## src/rtl/keccak_pad_buffer_if.sv

```systemverilog
// ============================================================================
// Module   : keccak_pad_buffer_if
// Brief    : Word-in / block-out bundle for keccak_pad_buffer.
//            KECCAK_PAD_MULTIRATE_EN adds the mode select.
// Revision : 1.0  initial release
// ============================================================================
`default_nettype none

interface keccak_pad_buffer_if #(
  parameter int W = 64,
  parameter int R = 1088
);
  localparam int BW = (W > 8) ? $clog2(W / 8) : 1;

  logic [W-1:0]  in;
  logic          in_ready;
  logic          is_last;
  logic [BW-1:0] byte_num;
  logic          buffer_full;
  logic [R-1:0]  out;
  logic          out_ready;
  logic          out_last;
  logic          f_ack;
`ifdef KECCAK_PAD_MULTIRATE_EN
  logic [1:0]    mode;

  modport master (
    output in, in_ready, is_last, byte_num, f_ack, mode,
    input  buffer_full, out, out_ready, out_last
  );

  modport slave (
    input  in, in_ready, is_last, byte_num, f_ack, mode,
    output buffer_full, out, out_ready, out_last
  );
`else
  modport master (
    output in, in_ready, is_last, byte_num, f_ack,
    input  buffer_full, out, out_ready, out_last
  );

  modport slave (
    input  in, in_ready, is_last, byte_num, f_ack,
    output buffer_full, out, out_ready, out_last
  );
`endif

endinterface

`default_nettype wire

```

## src/rtl/keccak_pad_buffer.sv

```systemverilog
// ============================================================================
// Module   : keccak_pad_buffer
// Brief    : Keccak sponge input padder / rate buffer. Packs W-bit words into
//            an R-bit block, appends domain byte and 0x80 pad bit, and holds
//            the block until the permutation acknowledges it.
//            Optional macro KECCAK_PAD_MULTIRATE_EN: mode-selected rate/domain.
// Revision : 1.0  initial release
// ============================================================================
`default_nettype none

module keccak_pad_buffer #(
  parameter int         W  = 64,
  parameter int         R  = 1088,
  parameter logic [7:0] DS = 8'h06
) (
  input wire logic           clk,
  input wire logic           reset,
  keccak_pad_buffer_if.slave bus
);

  localparam int c_NUM_WORDS = R / W;
  localparam int c_CW        = (c_NUM_WORDS > 1) ? $clog2(c_NUM_WORDS) : 1;
  localparam int c_BW        = (W > 8) ? $clog2(W / 8) : 1;
  localparam logic [W-1:0] c_PAD_END = W'(8'h80);

  localparam logic [1:0] c_ABSORB = 2'd0;
  localparam logic [1:0] c_PAD    = 2'd1;
  localparam logic [1:0] c_FULL   = 2'd2;
  localparam logic [1:0] c_DONE   = 2'd3;

  logic [1:0]      r_state;
  logic [1:0]      w_state_nxt;
  logic [c_CW-1:0] r_cnt;
  logic [R-1:0]    r_out;
  logic            r_out_ready;
  logic            r_out_last;

  logic [c_CW-1:0] w_last_idx;
  logic [7:0]      w_ds;
  logic            w_at_last;
  logic            w_accept;
  logic [W-1:0]    w_final_word;
  logic            w_wr_en;
  logic [W-1:0]    w_wr_word;
  logic            w_set_last;
  logic            w_clear;
  logic            w_buffer_full;

  assign w_accept  = (r_state == c_ABSORB) && bus.in_ready;
  assign w_at_last = (r_cnt == w_last_idx);

`ifdef KECCAK_PAD_MULTIRATE_EN
  // Mode is latched with the very first accepted word and kept until reset;
  // on that first word the live port value already selects the rate.
  logic [1:0] r_mode;
  logic       r_mode_held;
  logic [1:0] w_mode;

  assign w_mode = r_mode_held ? r_mode : bus.mode;

  always_ff @(posedge clk or negedge reset) begin
    if (!reset) begin
      r_mode      <= 2'b00;
      r_mode_held <= 1'b0;
    end else if (w_accept && !r_mode_held) begin
      r_mode      <= bus.mode;
      r_mode_held <= 1'b1;
    end
  end

  always_comb begin
    w_last_idx = c_CW'(1088 / W - 1);
    w_ds       = 8'h06;
    case (w_mode)
      2'b01: begin
        w_last_idx = c_CW'(576 / W - 1);
        w_ds       = 8'h06;
      end
      2'b10: begin
        w_last_idx = c_CW'(1344 / W - 1);
        w_ds       = 8'h1F;
      end
      2'b11: begin
        w_last_idx = c_CW'(1088 / W - 1);
        w_ds       = 8'h1F;
      end
      default: begin
        w_last_idx = c_CW'(1088 / W - 1);
        w_ds       = 8'h06;
      end
    endcase
  end
`else
  assign w_last_idx = c_CW'(c_NUM_WORDS - 1);
  assign w_ds       = DS;
`endif

  // Final-word shaping, byte 0 is the MSB byte: keep, domain byte, then zeros.
  for (genvar b = 0; b < W / 8; b++) begin : g_byte
    localparam int c_HI = W - 1 - 8 * b;
    assign w_final_word[c_HI -: 8] =
        (c_BW'(b) <  bus.byte_num) ? bus.in[c_HI -: 8] :
        (c_BW'(b) == bus.byte_num) ? w_ds : 8'h00;
  end

  // FSM: state register
  always_ff @(posedge clk or negedge reset) begin
    if (!reset) begin
      r_state <= c_ABSORB;
    end else begin
      r_state <= w_state_nxt;
    end
  end

  // FSM: next state
  always_comb begin
    w_state_nxt = r_state;
    case (r_state)
      c_ABSORB: begin
        if (bus.in_ready) begin
          if (w_at_last) begin
            w_state_nxt = c_FULL;
          end else if (bus.is_last) begin
            w_state_nxt = c_PAD;
          end
        end
      end
      c_PAD: begin
        if (w_at_last) begin
          w_state_nxt = c_FULL;
        end
      end
      c_FULL: begin
        if (bus.f_ack) begin
          w_state_nxt = r_out_last ? c_DONE : c_ABSORB;
        end
      end
      default: w_state_nxt = r_state;
    endcase
  end

  // FSM: outputs and datapath controls
  always_comb begin
    w_wr_en       = 1'b0;
    w_wr_word     = '0;
    w_set_last    = 1'b0;
    w_clear       = 1'b0;
    w_buffer_full = (r_state != c_ABSORB);
    case (r_state)
      c_ABSORB: begin
        w_wr_en    = bus.in_ready;
        w_set_last = bus.in_ready && bus.is_last && w_at_last;
        if (bus.is_last) begin
          w_wr_word = w_final_word | (w_at_last ? c_PAD_END : '0);
        end else begin
          w_wr_word = bus.in;
        end
      end
      c_PAD: begin
        w_wr_en    = 1'b1;
        w_set_last = w_at_last;
        w_wr_word  = w_at_last ? c_PAD_END : '0;
      end
      c_FULL: begin
        w_clear = bus.f_ack;
      end
      default: begin
        w_wr_en = 1'b0;
      end
    endcase
  end

  // Block storage; the counter parks on the last slot until the block is acked.
  always_ff @(posedge clk or negedge reset) begin
    if (!reset) begin
      r_out       <= '0;
      r_cnt       <= '0;
      r_out_ready <= 1'b0;
      r_out_last  <= 1'b0;
    end else if (w_clear) begin
      r_out       <= '0;
      r_cnt       <= '0;
      r_out_ready <= 1'b0;
      r_out_last  <= 1'b0;
    end else if (w_wr_en) begin
      for (int k = 0; k < c_NUM_WORDS; k++) begin
        if (r_cnt == c_CW'(k)) begin
          r_out[R - 1 - k * W -: W] <= w_wr_word;
        end
      end
      if (w_at_last) begin
        r_out_ready <= 1'b1;
      end else begin
        r_cnt <= r_cnt + c_CW'(1);
      end
      if (w_set_last) begin
        r_out_last <= 1'b1;
      end
    end
  end

  assign bus.out         = r_out;
  assign bus.out_ready   = r_out_ready;
  assign bus.out_last    = r_out_last;
  assign bus.buffer_full = w_buffer_full;

endmodule

`default_nettype wire

```

## src/flat_wrapper.sv

```systemverilog
// flat-port wrapper written by rule: the top's interface ports become plain ports
module keccak_pad_buffer_flat 
#(
  parameter int         W  = 64,
  parameter int         R  = 1088,
  parameter logic [7:0] DS = 8'h06
)
  (clk, reset, bus_in, bus_in_ready, bus_is_last, bus_byte_num, bus_f_ack, bus_buffer_full, bus_out, bus_out_ready, bus_out_last);
  keccak_pad_buffer_if #(.W(W), .R(R)) bus_i ();
  input wire logic clk;
  input wire logic reset;
  input wire logic [$bits(bus_i.in)-1:0] bus_in;
  input wire logic [$bits(bus_i.in_ready)-1:0] bus_in_ready;
  input wire logic [$bits(bus_i.is_last)-1:0] bus_is_last;
  input wire logic [$bits(bus_i.byte_num)-1:0] bus_byte_num;
  input wire logic [$bits(bus_i.f_ack)-1:0] bus_f_ack;
  output wire logic [$bits(bus_i.buffer_full)-1:0] bus_buffer_full;
  output wire logic [$bits(bus_i.out)-1:0] bus_out;
  output wire logic [$bits(bus_i.out_ready)-1:0] bus_out_ready;
  output wire logic [$bits(bus_i.out_last)-1:0] bus_out_last;
  assign bus_i.in = bus_in;
  assign bus_i.in_ready = bus_in_ready;
  assign bus_i.is_last = bus_is_last;
  assign bus_i.byte_num = bus_byte_num;
  assign bus_i.f_ack = bus_f_ack;
  assign bus_buffer_full = bus_i.buffer_full;
  assign bus_out = bus_i.out;
  assign bus_out_ready = bus_i.out_ready;
  assign bus_out_last = bus_i.out_last;
  keccak_pad_buffer #(.W(W), .R(R), .DS(DS)) u_core (.clk(clk), .reset(reset), .bus(bus_i));
endmodule
```

## config.mk

```make
export PLATFORM = sky130hd
export DESIGN_NAME = keccak_pad_buffer_flat
export DESIGN_NICKNAME = d
export VERILOG_FILES = /design/src/rtl/keccak_pad_buffer_if.sv /design/src/rtl/keccak_pad_buffer.sv /design/src/flat_wrapper.sv
export SDC_FILE = /design/constraint.sdc
export NUM_CORES = 2
export LEC_CHECK = 0
export BUFFER_PORTS_ARGS = -buffer_cell sky130_fd_sc_hd__buf_4
export CAP_MARGIN = 5
export CORE_AREA = 4 4 457 459
export CTS_BUF_LIST = sky130_fd_sc_hd__clkbuf_8
export CTS_CLUSTER_SIZE = 28
export DETAILED_ROUTE_END_ITERATION = 8
export DIE_AREA = 0 0 461 463
export PLACE_DENSITY_LB_ADDON = 0.05
export SYNTH_ARGS = -nofsm -noshare
export SYNTH_HDL_FRONTEND = slang
export SYNTH_SLANG_ARGS = --single-unit
export TNS_END_PERCENT = 30
```

## constraint.sdc

```tcl
create_clock -name clk -period 2.45 [get_ports clk]
set_input_delay 0.1225 -clock clk [delete_from_list [all_inputs] [get_ports clk]]
set_output_delay 0.1225 -clock clk [all_outputs]
set_load 0.1 [all_outputs]
```

# Word level (Yosys, flattened, before mapping)
# Cells that the tools add are included.
# classes
bitwise_logic,1
n_reduce_logical,46
addsub,1
order_cmp,8
eq_ne,30
muxes,57
# op_table
op,count
two-way mux 1088 bit,2
two-way mux 64 bit,18
case mux 64 bit (2 select lines),1
two-way mux 8 bit,9
OR 64 bit,1
"== test 5 x 4 -> 1 bit, second input constant",8
nonzero test 2 bit,20
AND reduction 2 bit,19
two-way mux 3 bit,8
"== test 5 x 3 -> 1 bit, second input constant",4
two-way mux 5 bit,3
"== test 3 bit, first input constant",4
"< comparator 3 bit, first input constant",4
two-way mux 2 bit,6
"== test 5 x 2 -> 1 bit, second input constant",2
two-way mux 1 bit,7
"== test 2 x 3 -> 1 bit, first input constant",2
"< comparator 1 x 3 -> 1 bit, first input constant",2
"< comparator 2 x 3 -> 1 bit, first input constant",2
"!= test 2 bit, second input constant",3
case mux 2 bit (3 select lines),1
"adder 5 x 1 -> 5 bit, second input constant",1
"== test 5 x 1 -> 1 bit, second input constant",1
"== test 5 bit, second input constant",1
other kinds (12),14
# word_totals
register_bits,1097
inputBits,72
output_inout_bits,1091
wordCells,164

# Logic depth before layout (Yosys ltp)
# logic_depth
word_depth,9
depth_mapped,11
depth_no_buf,6

# Least setup slack after synthesis
# Ideal clock, no wire load.
# synth_path
path_kind,flip-flop to flip-flop
startpoint,register u_core.r_cnt[2]
endpoint,"register u_core.r_out[100], in the netlist u_core.bus.out[100]"
path_slack_ps,158
stages_incl_launch_ff,11
setup_time_ps,126
period_less_slack_ps,2292
t_arrival_ps,2166
required_time_ps,2324
n_path_buf,5
path_cell_list,dfrtp_1 > buf_4 > buf_6 > clkbuf_1 > and3_1 > ha_1 > and2_1 > buf_2 > nor2_4 > buf_4 > mux2_2
# synth_via
elab_chain_cells,3
# synth_rtl
item,line_no,source
"start, declared",keccak_pad_buffer.sv:33,logic [c_CW-1:0] r_cnt;
"start signal, assigned",keccak_pad_buffer.sv:194,r_cnt <= r_cnt + c_CW'(1);
== test 5 x 4 -> 1 bit,keccak_pad_buffer.sv:187,if (r_cnt == c_CW'(k)) begin
nonzero test 2 bit (no source line),--,
AND reduction 2 bit (no source line),--,
"end signal, assigned by index",keccak_pad_buffer.sv:188,r_out[R - 1 - k * W -: W] <= w_wr_word;
"end, declared",keccak_pad_buffer.sv:34,logic [R-1:0] r_out;
# Every way passes these cells.
# A chain may end at the register's enable or synchronous reset.

# Final worst setup path
# layout_path
startpoint,register u_core.r_state[0]
endpoint,"register u_core.r_out[111], in the netlist u_core.bus.out[111]"
# layout_via
elab_chain_cells,5
word_cells_on_any_way,12
classes_between,eq/ne: 2; mux: 6; reduce/logical: 4
# layout_rtl
item,line_no,source
"start, declared",keccak_pad_buffer.sv:31,logic [1:0] r_state;
"start signal, assigned",keccak_pad_buffer.sv:109,r_state <= c_ABSORB;
"start signal, assigned",keccak_pad_buffer.sv:111,r_state <= w_state_nxt;
== test 2 x 1 -> 1 bit / zero test 2 bit (equally long branches),keccak_pad_buffer.sv:149,case (r_state)
case mux 64 bit (2 select lines),keccak_pad_buffer.sv:149,
two-way mux 64 bit,keccak_pad_buffer.sv:187,
two-way mux 1088 bit,keccak_pad_buffer.sv:185,end else if (w_wr_en) begin
two-way mux 1088 bit,keccak_pad_buffer.sv:180,end else if (w_clear) begin
# Parallel ways exist; a longest one is shown, timed or not. The select of a mux whose other input is x is not followed.

==> flow_summary.json <==
{
  "status": "finished clean",
  "cts_max_level": 4,
  "core_mm2": 0.2044,
  "area.growth.synth_to_final_pct": 46.73,
  "fp.dieArea_mm2": 0.2134,
  "crit_arrival_ps": 3180,
  "clk_latency_ps": 1000,
  "startpoint_type": "register",
  "drv_cap": 0,
  "fp.dieH_um": 463,
  "overflow": 0,
  "rsz0062_at_grt": "false",
  "synth_common_cells": "1097 x dfrtp_1, 769 x o21ai_0, 767 x nand2_1",
  "synth_top_cell_by_area": "dfrtp_1",
  "antenna_found_initial": 44,
  "criticalPathCategory": "reg -> reg",
  "hp-start": "bus_in[49]",
  "holdPathStages": 4,
  "syn_area_mm2": 0.04114,
  "crit_path_max_fanout": 12,
  "final-hold-violation-count": 0,
  "grt_max_degree": 98,
  "synth_edf_count": 0,
  "vias_per_cell": 4.161,
  "synthTopCellsByArea": "dfrtp_1 67%, o21ai_0 9.4%, nand2_1 7.0%",
  "cts_tree": "yes",
  "synth_top_area_frac": 0.6673,
  "synth-main-ff-cell": "dfrtp_1",
  "hpwl_um": 168700,
  "r2r_slack_ps": 150,
  "ff_latch_area_mm2": 0.02745,
  "fin_ws_ps": 152.8,
  "io_pins": 1163,
  "drv_slew": 0,
  "grt_pass1_vias": 33990,
  "pre_cts_ws_ps": 65.96,
  "syn_avg_cell_area_um2": 11.23,
  "fmax_mhz": 435.3,
  "grt_pass1_wl_um": 308900,
  "n_fill_cell": 21690,
  "gp_congestion": 0.7604,
  "hold_path.class": "in -> reg",
  "clockBufferDepth": 3,
  "end_kind": "register",
  "hold-path-endpoint": "u_core.bus.out[113]",
  "ys_async_sr_fraction": 1.000,
  "tns_ps": 0,
  "drtIter0Drc": 1700,
  "routedWlPerCell_um": 28.78,
  "tightest_slew_ps": 977.6,
  "placementRows": 166,
  "setup_viol": 0,
  "first_pass_iters": 5,
  "skew_ps": 54.10,
  "cts_buffers": 214,
  "multi_input_area_mm2": 0.01227,
  "drt-total-wl_um": 228100,
  "start_util": 0.2013,
  "min_period_ps": 2297,
  "drive_gt1_frac": 0.3723,
  "synth_cells": 3663,
  "reg2regPathDepth": 8,
  "nNetsFinal": 5118,
  "yosysMostFrequentCell": "dfrtp_1",
  "cts_sinks": 1097,
  "required_ps": 3340,
  "die_w_um": 461,
  "r2r-start": "u_core.r_state[0]",
  "yosysWarnings": 0,
  "clk_pin_slew_ps": 60,
  "grt_use_total": 0.2092,
  "yosys_register_bits": 1097,
  "portBuffers": 1162,
  "max-slew-margin-rel": 0.3458,
  "reg2reg_to": "u_core.bus.out[111]",
  "yosysSeqAreaShare": 0.6673,
  "synth_fp_nets": 3744,
  "ant_nets": 0,
  "finalCritPeriodShare": 0.9376,
  "drcViolationCount": 0,
  "cts.root.buffer_cell": "clkbuf_8",
  "synth_cell_types": 63,
  "num_vias": 32970
}
## through the flow
| stage | util | std cells | area (um2) | hold slack (ps) |
|---|---|---|---|---|
| 6_report | 0.2953 | 7924 | 60360 | 126.1 |
| 5_1_grt | 0.2951 | 7906 | 60320 | 53.03 |
| 4_1_cts | 0.2949 | 7898 | 60260 | 0.8684 |
| 3_5_place_dp | 0.2695 | 7420 | 55070 | 150.7 |
| 3_3_place_gp | 0.2695 | 7420 | 55070 | 154.9 |
| 2_1_floorplan | - | 3663 | 41140 | -173.1 |
## repair_timing
action,CTS,global route
hold buffers,88,0
endpoints found under the setup margin,1,15
gates resized for setup,2,3
endpoints found under the hold margin,2194,0
buffers inserted,0,2
pin swaps,0,1
gates cloned,0,0
## how the worst max path moves through the flow
stage	end	depth (start not counted)	slack (ps)	start
4_1_cts	bus_buffer_full	4	20	u_core.r_state[1]
3_3_place_gp	u_core.bus.out[1002]	7	90	u_core.r_state[0]
6_report	u_core.bus.out[111]	8	150	u_core.r_state[0]
3_5_place_dp	u_core.bus.out[887]	8	70	u_core.r_state[0]
5_1_grt	bus_buffer_full	4	40	u_core.r_state[1]
2_1_floorplan	u_core.bus.out[100]	10	160	u_core.r_cnt[2]
## cells by family after synthesis
| logic type | after synthesis | share of synthesized area |
|---|---|---|
| compound gates | 1014 | 0.1357 |
| xor+xnor | 2 | 0.0004259 |
| fa+ha+maj | 9 | 0.002738 |
| buf+inv | 328 | 0.03975 |
| flops | 1097 | 0.6673 |
| mux | 156 | 0.04267 |
| simple gates | 1057 | 0.1114 |
## layer usage
layer  vias up  track usage  share of wire
met5         -            0        0.00050
li1      15290            -              -
met4        18      0.04487          0.020
met3       261      0.08474          0.092
met1     16330       0.2592           0.42
met2      1080       0.3415           0.47
## cells in the final DEF (no fill, tap or decap), types with 25 or more instances in the layout
cell / netlist / final
a22o_1: 31 / 31
dlygate4sd3_1: 0 / 87
inv_1: 9 / 104
clkbuf_8: 0 / 272
nand2_1: 767 / 764
a21oi_1: 28 / 27
buf_4: 45 / 1263
a31o_2: 28 / 28
nor2_1: 42 / 41
diode_2: 0 / 25
mux2_2: 152 / 152
nand3_1: 140 / 134
and2_1: 37 / 36
dfrtp_1: 1097 / 1097
buf_12: 0 / 125
o21ai_1: 104 / 97
o21ai_0: 769 / 764
## area by class of cell
type / count / share of cell area
diodes: 25 / 0.001036
clock buffers: 272 / 0.06202
clock inverters: 118 / 0.009307
inverters: 10 / 0.0006219
multi-input cells: 2238 / 0.2033
flip-flops and latches: 1097 / 0.4548
well taps: 2688 / 0.05572
repair buffers: 1476 / 0.2132
## flip-flops by register name (all words and copies together), names as in the netlist
| name | flops |
|---|---|
| u_core.bus.out_ready | 1 |
| u_core.bus.out_last | 1 |
| u_core.bus.out | 1088 |
| u_core.r_cnt | 5 |
| u_core.r_state | 2 |
## worst max-delay path: stages, from the launching register on
cell	delay, ps
dfrtp_1	410
inv_1	150
ha_1	310
a21boi_4	90
o21a_1	110
buf_4	200
and2_1	170
dlygate4sd3_1	570
a22o_1	210
Power is left out: the tool's default activity adds up to more than one toggle a clock period on the data nets, which glitch-free logic cannot reach.
